<file path="config.mk">
export PLATFORM = sky130hd
export DESIGN_NAME = framebuffer_scan_reader
export DESIGN_NICKNAME = d
export VERILOG_FILES = /design/src/rtl/framebuffer_scan_reader.sv
export SDC_FILE = /design/constraint.sdc
export NUM_CORES = 1
export LEC_CHECK = 0
export CAP_MARGIN = 10
export CORE_MARGIN = 5
export CORE_UTILIZATION = 35
export CTS_BUF_LIST = sky130_fd_sc_hd__clkbuf_2 sky130_fd_sc_hd__clkbuf_4 sky130_fd_sc_hd__clkbuf_8
export DETAILED_ROUTE_END_ITERATION = 12
export RECOVER_POWER = 100
export SYNTH_ARGS = -nofsm -noshare
export SYNTH_HDL_FRONTEND = slang
export SYNTH_SLANG_ARGS = --single-unit
</file>
<file path="constraint.sdc">
create_clock -name clk_i -period 3.87 [get_ports clk_i]
set_clock_uncertainty 0.1 [all_clocks]
set_input_delay 0.387 -clock clk_i [delete_from_list [all_inputs] [get_ports clk_i]]
set_output_delay 0.387 -clock clk_i [all_outputs]
set_load 0.005 [all_outputs]
</file>
<file path="src/rtl/framebuffer_scan_reader.sv">
// framebuffer_scan_reader
//
// Read side of the cell frame buffer. It walks the cell RAM in raster order and
// produces VGA timing plus 12-bit RGB. Each cell code goes through a fixed
// palette. A crosshair cursor is drawn over the image at the mouse position.
//
// Ports
//   clk_i               pixel clock
//   reset_ni            asynchronous active-low reset
//   mouse_x_position_i  cursor column
//   mouse_y_position_i  cursor row
//   ram_rd_address_o    row-major cell read address (registered)
//   ram_rd_data_i       cell code, valid RAM_LATENCY clocks after its address
//   rgb_o               {R,G,B} 4 bits each, 0 during blanking
//   hsync_o, vsync_o    active-low sync pulses
//   video_active_o      high while rgb_o carries a visible pixel
//   frame_start_o       one-clock pulse aligned with pixel (0,0) on rgb_o
//
// Timing: the h/v counters and the read address describe pixel N. Every output
// describes pixel N-P, where P = RAM_LATENCY+1. There is no handshake. RAM data
// is assumed valid exactly RAM_LATENCY clocks after the address is presented.
module framebuffer_scan_reader #(
    parameter int          COLUMNS      = 640,
    parameter int          ROWS         = 480,
    parameter int          H_FP         = 16,
    parameter int          H_SYNC       = 96,
    parameter int          H_BP         = 48,
    parameter int          V_FP         = 10,
    parameter int          V_SYNC       = 2,
    parameter int          V_BP         = 33,
    parameter int          RAM_LATENCY  = 1,
    parameter int          CELL_WIDTH   = 2,
    parameter logic [11:0] CURSOR_COLOR = 12'hF00
) (
    input  logic                              clk_i,
    input  logic                              reset_ni,
    input  logic [$clog2(COLUMNS)-1:0]        mouse_x_position_i,
    input  logic [$clog2(ROWS)-1:0]           mouse_y_position_i,
    output logic [$clog2(COLUMNS*ROWS)-1:0]   ram_rd_address_o,
    input  logic [CELL_WIDTH-1:0]             ram_rd_data_i,
    output logic [11:0]                       rgb_o,
    output logic                              hsync_o,
    output logic                              vsync_o,
    output logic                              video_active_o,
    output logic                              frame_start_o
);

    localparam int H_TOTAL = COLUMNS + H_FP + H_SYNC + H_BP;
    localparam int V_TOTAL = ROWS + V_FP + V_SYNC + V_BP;
    localparam int HW      = $clog2(H_TOTAL);
    localparam int VW      = $clog2(V_TOTAL);
    localparam int AW      = $clog2(COLUMNS*ROWS);
    localparam int P       = RAM_LATENCY + 1;

    localparam logic [HW-1:0] H_LAST       = HW'(H_TOTAL - 1);
    localparam logic [HW-1:0] H_ACT        = HW'(COLUMNS);
    localparam logic [HW-1:0] H_SYNC_START = HW'(COLUMNS + H_FP);
    localparam logic [HW-1:0] H_SYNC_END   = HW'(COLUMNS + H_FP + H_SYNC);
    localparam logic [VW-1:0] V_LAST       = VW'(V_TOTAL - 1);
    localparam logic [VW-1:0] V_ACT        = VW'(ROWS);
    localparam logic [VW-1:0] V_SYNC_START = VW'(ROWS + V_FP);
    localparam logic [VW-1:0] V_SYNC_END   = VW'(ROWS + V_FP + V_SYNC);
    localparam logic [HW:0]   H_REACH      = (HW+1)'(2);
    localparam logic [VW:0]   V_REACH      = (VW+1)'(2);

    logic [HW-1:0] h_q, h_next;
    logic [VW-1:0] v_q, v_next;
    logic [AW-1:0] addr_q, addr_next;
    logic          next_active, next_origin;

    // Counter next-state. The address steps only when moving onto an active
    // pixel, so it holds the last address of the line through blanking.
    // When the scan wraps to (0,0) the address is reset to 0.
    always_comb begin
        h_next = h_q + 1'b1;
        v_next = v_q;
        if (h_q == H_LAST) begin
            h_next = '0;
            v_next = (v_q == V_LAST) ? '0 : v_q + 1'b1;
        end
        next_active = (h_next < H_ACT) && (v_next < V_ACT);
        next_origin = (h_next == '0) && (v_next == '0);
        addr_next   = addr_q;
        if (next_origin) begin
            addr_next = '0;
        end else if (next_active) begin
            addr_next = addr_q + 1'b1;
        end
    end

    always_ff @(posedge clk_i or negedge reset_ni) begin
        if (!reset_ni) begin
            h_q    <= '0;
            v_q    <= '0;
            addr_q <= '0;
        end else begin
            h_q    <= h_next;
            v_q    <= v_next;
            addr_q <= addr_next;
        end
    end

    // Decode of the pixel the counters currently point at.
    logic cur_active, cur_hsync, cur_vsync, cur_frame_start, cur_hit;
    logic [HW:0] h_ext, mx_ext;
    logic [VW:0] v_ext, my_ext;
    logic        on_col, on_row, near_h, near_v;

    always_comb begin
        cur_active      = (h_q < H_ACT) && (v_q < V_ACT);
        cur_hsync       = !((h_q >= H_SYNC_START) && (h_q < H_SYNC_END));
        cur_vsync       = !((v_q >= V_SYNC_START) && (v_q < V_SYNC_END));
        cur_frame_start = (h_q == '0) && (v_q == '0);
        // One extra bit keeps the +/-2 window from wrapping, so a cursor at the
        // left/top edge draws nothing at the far edge.
        h_ext  = {1'b0, h_q};
        v_ext  = {1'b0, v_q};
        mx_ext = (HW+1)'(mouse_x_position_i);
        my_ext = (VW+1)'(mouse_y_position_i);
        on_col = (h_ext == mx_ext);
        on_row = (v_ext == my_ext);
        near_h = (h_ext + H_REACH >= mx_ext) && (h_ext <= mx_ext + H_REACH);
        near_v = (v_ext + V_REACH >= my_ext) && (v_ext <= my_ext + V_REACH);
        cur_hit = (on_col && near_v) || (on_row && near_h);
    end

    // Delay lines. Sync/active/frame-start use all P stages. The active and
    // hit taps at stage P-2 line up with read data arriving from the RAM.
    logic [P-1:0] act_pipe, hs_pipe, vs_pipe, fs_pipe;
    logic [P-2:0] hit_pipe;
    logic [11:0]  rgb_q;
    logic [11:0]  pal_color;

    always_ff @(posedge clk_i or negedge reset_ni) begin
        if (!reset_ni) begin
            act_pipe <= '0;
            hs_pipe  <= '1;
            vs_pipe  <= '1;
            fs_pipe  <= '0;
            hit_pipe <= '0;
        end else begin
            act_pipe[0] <= cur_active;
            hs_pipe[0]  <= cur_hsync;
            vs_pipe[0]  <= cur_vsync;
            fs_pipe[0]  <= cur_frame_start;
            hit_pipe[0] <= cur_hit;
            for (int i = 1; i < P; i++) begin
                act_pipe[i] <= act_pipe[i-1];
                hs_pipe[i]  <= hs_pipe[i-1];
                vs_pipe[i]  <= vs_pipe[i-1];
                fs_pipe[i]  <= fs_pipe[i-1];
            end
            for (int i = 1; i < P-1; i++) begin
                hit_pipe[i] <= hit_pipe[i-1];
            end
        end
    end

    always_comb begin
        pal_color = 12'hF0F;
        case (ram_rd_data_i)
            CELL_WIDTH'(0): pal_color = 12'h000;
            CELL_WIDTH'(1): pal_color = 12'hDB5;
            CELL_WIDTH'(2): pal_color = 12'h888;
            CELL_WIDTH'(3): pal_color = 12'h04F;
            default:        pal_color = 12'hF0F;
        endcase
    end

    // Blanking beats cursor, and the cursor beats the palette colour.
    always_ff @(posedge clk_i or negedge reset_ni) begin
        if (!reset_ni) begin
            rgb_q <= '0;
        end else if (!act_pipe[P-2]) begin
            rgb_q <= '0;
        end else if (hit_pipe[P-2]) begin
            rgb_q <= CURSOR_COLOR;
        end else begin
            rgb_q <= pal_color;
        end
    end

    assign ram_rd_address_o = addr_q;
    assign rgb_o            = rgb_q;
    assign hsync_o          = hs_pipe[P-1];
    assign vsync_o          = vs_pipe[P-1];
    assign video_active_o   = act_pipe[P-1];
    assign frame_start_o    = fs_pipe[P-1];

endmodule

</file>
## Yosys cells after proc, flatten, opt, wreduce, memory -nomap -nowiden

Index checks and enable logic that the tools add are counted.

- Bits in registers: 60
- Bits in latches: 0
- Bits in writable memories: 0
- Bits in read-only memories: 0
- Input port bits: 23
- Output and inout bits: 35
- Word-level logic and storage cells: 62
- Memories kept: 0

- Add/subtract/negate cells: 7
- $mul: 0
- Div/mod/pow operators: 0
- $lt $le $gt $ge: 12
- Eq/ne operators: 7
- Shift-type cells: 0
- Mux-type cells: 8
- Bitwise logic cells: 0
- Reductions and logical operators: 19

Operators with widths:

| kind | number |
|---|---|
| one-hot mux 12 bit (4 select lines) | 1 |
| logical NOT 10 bit | 4 |
| two-way mux 19 bit | 2 |
| adder 10 x 2 -> 11 bit (second input constant) | 3 |
| less-than comparator 10 bit (second input constant) | 3 |
| less-than comparator 10 x 9 -> 1 bit (second input constant) | 3 |
| two-way mux 10 bit | 3 |
| two-way mux 12 bit | 2 |
| adder 10 x 1 -> 10 bit (second input constant) | 2 |
| == test 10 bit (second input constant) | 2 |
| adder 19 x 1 -> 19 bit (second input constant) | 1 |
| greater-or-equal comparator 11 x 10 -> 1 bit | 1 |
| greater-or-equal comparator 11 x 9 -> 1 bit | 1 |
| <= comparator 10 x 11 -> 1 bit | 1 |
| adder 9 x 2 -> 10 bit (second input constant) | 1 |
| == test 10 bit | 1 |
| == test 10 x 9 -> 1 bit | 1 |
| greater-or-equal comparator 10 bit (second input constant) | 1 |
| greater-or-equal comparator 10 x 9 -> 1 bit (second input constant) | 1 |
| <= comparator 10 bit | 1 |
| logical AND 1 bit | 10 |
| == test 2 bit (second input constant) | 2 |
| == test 2 x 1 -> 1 bit (second input constant) | 1 |
| logical NOT 1 bit | 2 |
| 3 further kinds | 3 |

## Longest topological paths before layout

- Depth after elaboration: 7
- Depth in mapped cells: 12

## Worst setup path after synthesis

OpenSTA, ideal clock, no wires.

- Kind: register to register
- From: register h_q[5]
- To: register addr_q[11] (netlist: ram_rd_address_o[11])
- Arrival time: 2966 ps
- Required time: 3651 ps
- Slack: 685 ps
- Cell stages (with the launch flop): 13
- Clock period less this slack: 3185 ps
- Path through: dfrtp_1 buf_6 or2_0 clkbuf_1 or3_1 buf_2 nor3_2 xnor2_1 nand2_1 or4_4 nor4_4 buf_6 nor2_1

- Cells in the longest elaborated chain, start to end: 5

Ends and longest elaborated chain:

| item | RTL line | RTL |
|---|---|---|
| from (decl) | 66 | `logic [HW-1:0] h_q, h_next;` |
| from (signal assigned) | 97 | `h_q <= h_next;` |
| adder 10 x 1 -> 10 bit / == test 10 bit (equally long branches) | 75, 77 |  |
| two-way mux 10 bit | 77 | `if (h_q == H_LAST) begin` |
| less-than comparator 10 bit (tied with other cells) | 81 | `next_active = (h_next < H_ACT) && (v_next < V_ACT);` |
| logical AND 1 bit (on tied branches) | 81, 82 |  |
| nonzero test 2 bit (no source line) / two-way mux 19 bit (equally long branches) | -- |  |
| to (signal assigned) | 99 | `addr_q <= addr_next;` |
| to (decl) | 68 | `logic [AW-1:0] addr_q, addr_next;` |

Parallel ways exist; a longest one is shown, timed or not.
A chain may end at the register's enable or synchronous reset.

## Worst setup path after layout

- From: register h_q[1]
- To: register addr_q[16] (netlist: ram_rd_address_o[16])

Same word-level chain as after synthesis.

==> key figures <==
Outcome
  • Status: finished, violations left
  • Failing checks: max-capacitance violations, max-slew violations

Clock network
  • Clk_lat worst skew: 310 ps
  • # hold bufs at CTS: 0
  • Maximum clock insertion buffer count: 2
  • Clk pin slew, worst setup/hold paths: 100 ps
  • Num Clock Sinks: 56
  • CTS tree: done
  • Num CTS Buffers: 5
  • CTS Root Cell: clkbuf_8
  • Post-cts resize count: 0
  • CTS HTree Levels: 2
  • # Post-CTS Setup Buffers: 0

Timing
  • Worst hold slack: 261 ps
  • TNS Setup: 0 ps
  • Final worst path period need: 3410 ps
  • Slew headroom: -0.483
  • Worst Tran Pin Value: 2220 ps
  • Setup Viol. Count Final: 0
  • Endpoints failing hold: 0
  • Unrepaired setup endpoints after global routing: no
  • Peak Freq: 293 MHz
  • Final Cycle Share: 0.881
  • Final Max Slew Viols: 44

Run
  • Max Cap Viol: 1

Worst setup path
  • Startpoint types: flop
  • FF-to-FF End: ram_rd_address_o[16]
  • CP max stage delay: 540 ps
  • Worst R2R Setup Slack: 460 ps
  • CP top delay family: simple AND/OR/NAND/NOR gates
  • Crit Path Category: flop to flop
  • Worst path depth: 10
  • CP required: 3970 ps
  • CP Max Fanout: 19
  • Worst setup path endpoint: ram_rd_address_o[16]
  • Crit path cell chain: ha_1 -> nand3_1 -> or3_1 -> nor3_1 -> xnor2_1 -> nand2_1 -> or4_1 -> nor4_4 -> buf_4 -> nor2_1
  • Crit-path slowest cell: or3_1
  • Critical path endpoint category: flop
  • Worst endpoint data arrival time: 3510 ps
  • R2R Path Start: h_q[1]
  • Worst setup startpoint: h_q[1]
  • Worst reg2reg path depth: 10
  • Worst path bufs/invs: 1

Power and ir drop
  • Switching fraction of total power: 0.246
  • Clk pwr share: 0.312
  • Combinational Power Share: 0.124
  • Leak: 0.00238 µW
  • Max VDD drop: 120 µV
  • Seq pwr share: 0.564
  • Internal Power: 790 µW
  • Power Dens Cells: 204 nW/µm²
  • Sw Pwr: 258 µW

Die
  • # rows: 40
  • Io pins: 58
  • Die X: 122 µm
  • Die height: 122 µm
  • Initial Utilization: 0.360
  • Die Area: 14800 µm²
  • Core outline area: 12100 µm²

Global routing
  • Antenna violations before repair: 0
  • First-pass GRT wire length: 17.0 mm
  • Gr usage total: 0.138
  • Overflow after GRT: 0
  • Vias in the first global route: 3503
  • Pin count of the biggest net entering global routing: 44

Synthesis
  • Synth Net Count: 563
  • Syn Inst Count: 487
  • Synth cell types: 54
  • Most used DFF post-synth: dfrtp_1
  • Synth warn: 0
  • Syn_area_per_cell: 8.96 µm²
  • Synth Register Bits: 56
  • Ys async rst share: 1.00
  • Mapped cell area: 4360 µm²
  • Register area share after synthesis: 0.322
  • EDFF count, synth: 0

Placement
  • Port Buffers: 57
  • HPWL after detailed placement: 7.97 mm
  • RePlAce Congestion: 0.919

Route
  • Initial DRC count: 324
  • Drt total wl: 10.1 mm
  • Drt wl/cell: 14.3 µm
  • Pre-antenna DRT Iters: 4
  • Vias: 3561
  • Vias/cell: 5.07
  • Routed Antenna Nets: 0
  • Drc violations: 0

Worst hold path
  • Hold Path Class: flop to flop

Layout
  • Final Util: 0.423
  • # nets final: 610
  • Area Overhead vs Synth: 17.5%
  • Diodes inserted: 0
  • Layout cells sized above 1: 0.0561
  • Fill count: 1255
-- worst min-delay path by stage --
stage	slack, ps	depth (start not counted)	start	end
finish	260	0	fs_pipe[0]	fs_pipe[1]
global route	280	0	fs_pipe[0]	fs_pipe[1]
CTS	130	1	reset_ni	ram_rd_address_o[18]
detailed placement	240	0	fs_pipe[0]	fs_pipe[1]
global placement	240	0	fs_pipe[0]	fs_pipe[1]
floorplan	-9	0	reset_ni	act_pipe[0]
-- state kept, by name, indices dropped and copies added (netlist names) --
name              flops
act_pipe              2
fs_pipe               2
h_q                  10
hit_pipe              1
hs_pipe               2
ram_rd_address_o     19
rgb_o                 8
v_q                  10
vs_pipe               2
-- routing by layer --
| metal | track usage | share of wire |
|---|---|---|
| met1 | 0.186 | 0.47 |
| met2 | 0.231 | 0.47 |
| met4 | 0.0329 | 0.011 |
| met5 | 0 | 0 |
| met3 | 0.0246 | 0.051 |
-- power by group through the flow --
stage                     Combinational, µW  Sequential, µW  Clock, µW
after global placement                  132             603          0
after global routing                    148             592        365
final                                   130             591        327
after floorplan                        63.7             604          0
after detailed placement                135             603          0
after CTS                               135             592        344
-- cells in the mapped netlist (2+ instances only) --
cell | n | share of area
a21o_1 | 3 | 0.0052
nor2_1 | 40 | 0.034
and2_1 | 4 | 0.0057
a31o_2 | 2 | 0.0040
buf_2 | 6 | 0.0069
nor3_1 | 13 | 0.015
nand4b_1 | 3 | 0.0060
nand4_1 | 22 | 0.032
nor2b_1 | 6 | 0.0086
ha_1 | 53 | 0.15
buf_6 | 3 | 0.0077
nand2_1 | 25 | 0.022
or2_2 | 3 | 0.0043
o21ai_0 | 18 | 0.021
clkbuf_1 | 10 | 0.0086
inv_1 | 38 | 0.033
nand2b_1 | 3 | 0.0043
o211ai_1 | 3 | 0.0052
xor2_1 | 23 | 0.046
nor4b_1 | 2 | 0.0040
nor4_1 | 13 | 0.019
dfrtp_1 | 52 | 0.30
a21oi_1 | 19 | 0.022
dfstp_2 | 4 | 0.024
nor3_2 | 2 | 0.0046
xnor2_1 | 45 | 0.090
buf_4 | 5 | 0.0086
or3_1 | 3 | 0.0043
and3_1 | 5 | 0.0072
o21a_1 | 6 | 0.010
nand3_1 | 30 | 0.034
-- layout by cell type, fill, tap and decap left out, drive strengths merged, types with 4 or more instances in the layout --
| cell type | count |
|---|---|
| o21a | 6 |
| nor2b | 6 |
| nor4 | 14 |
| dfrtp | 52 |
| nand2 | 25 |
| o21ai | 19 |
| inv | 39 |
| buf | 7 |
| clkbuf | 8 |
| nor2 | 40 |
| clkdlybuf4s50 | 19 |
| dfstp | 4 |
| nand4 | 22 |
| o211ai | 4 |
| nor3 | 16 |
| ha | 53 |
| a21oi | 19 |
| dlygate4sd3 | 37 |
| xnor2 | 45 |
| or2 | 4 |
| xor2 | 23 |
| nand3 | 30 |
| and2 | 4 |
| and3 | 5 |
-- logic make-up (layout without fill, tap and decap cells) --
kind of cell / after synthesis / count (layout) / synth area share
buffers and inverters: 63 / 111 / 0.0654
and+or+nand+nor: 182 / 182 / 0.226
AOI/OAI and AO/OA: 64 / 64 / 0.0947
xor gates and xnor gates: 68 / 68 / 0.137
adders and majority gates: 53 / 53 / 0.152
muxes: 1 / 1 / 0.00258
DFF: 56 / 56 / 0.322
-- per-stage QoR --
| step | instances | setup WS, ps | power (µW) | cell area (µm²) |
|---|---|---|---|---|
| 6_report | 703 | 461 | 1050 | 5120 |
| 5_1_grt | 703 | 222 | 1110 | 5120 |
| 4_1_cts | 703 | 524 | 1070 | 5140 |
| 3_5_place_dp | 695 | 543 | 738 | 5050 |
| 3_3_place_gp | 695 | 546 | 735 | 5050 |
| 2_1_floorplan | 487 | 685 | 668 | 4360 |
-- cell type report --
type	instances	area [µm²]	share of cell area
sequential	56	1410	0.274
multi-input combinational	368	2650	0.518
clock inverter	2	13.8	0.00269
timing repair buffer	65	621	0.121
clock buffer	6	76.3	0.0149
inverter	38	143	0.0278
tap	168	210	0.0410
No activity file was read; power rests on OpenSTA's default activity.
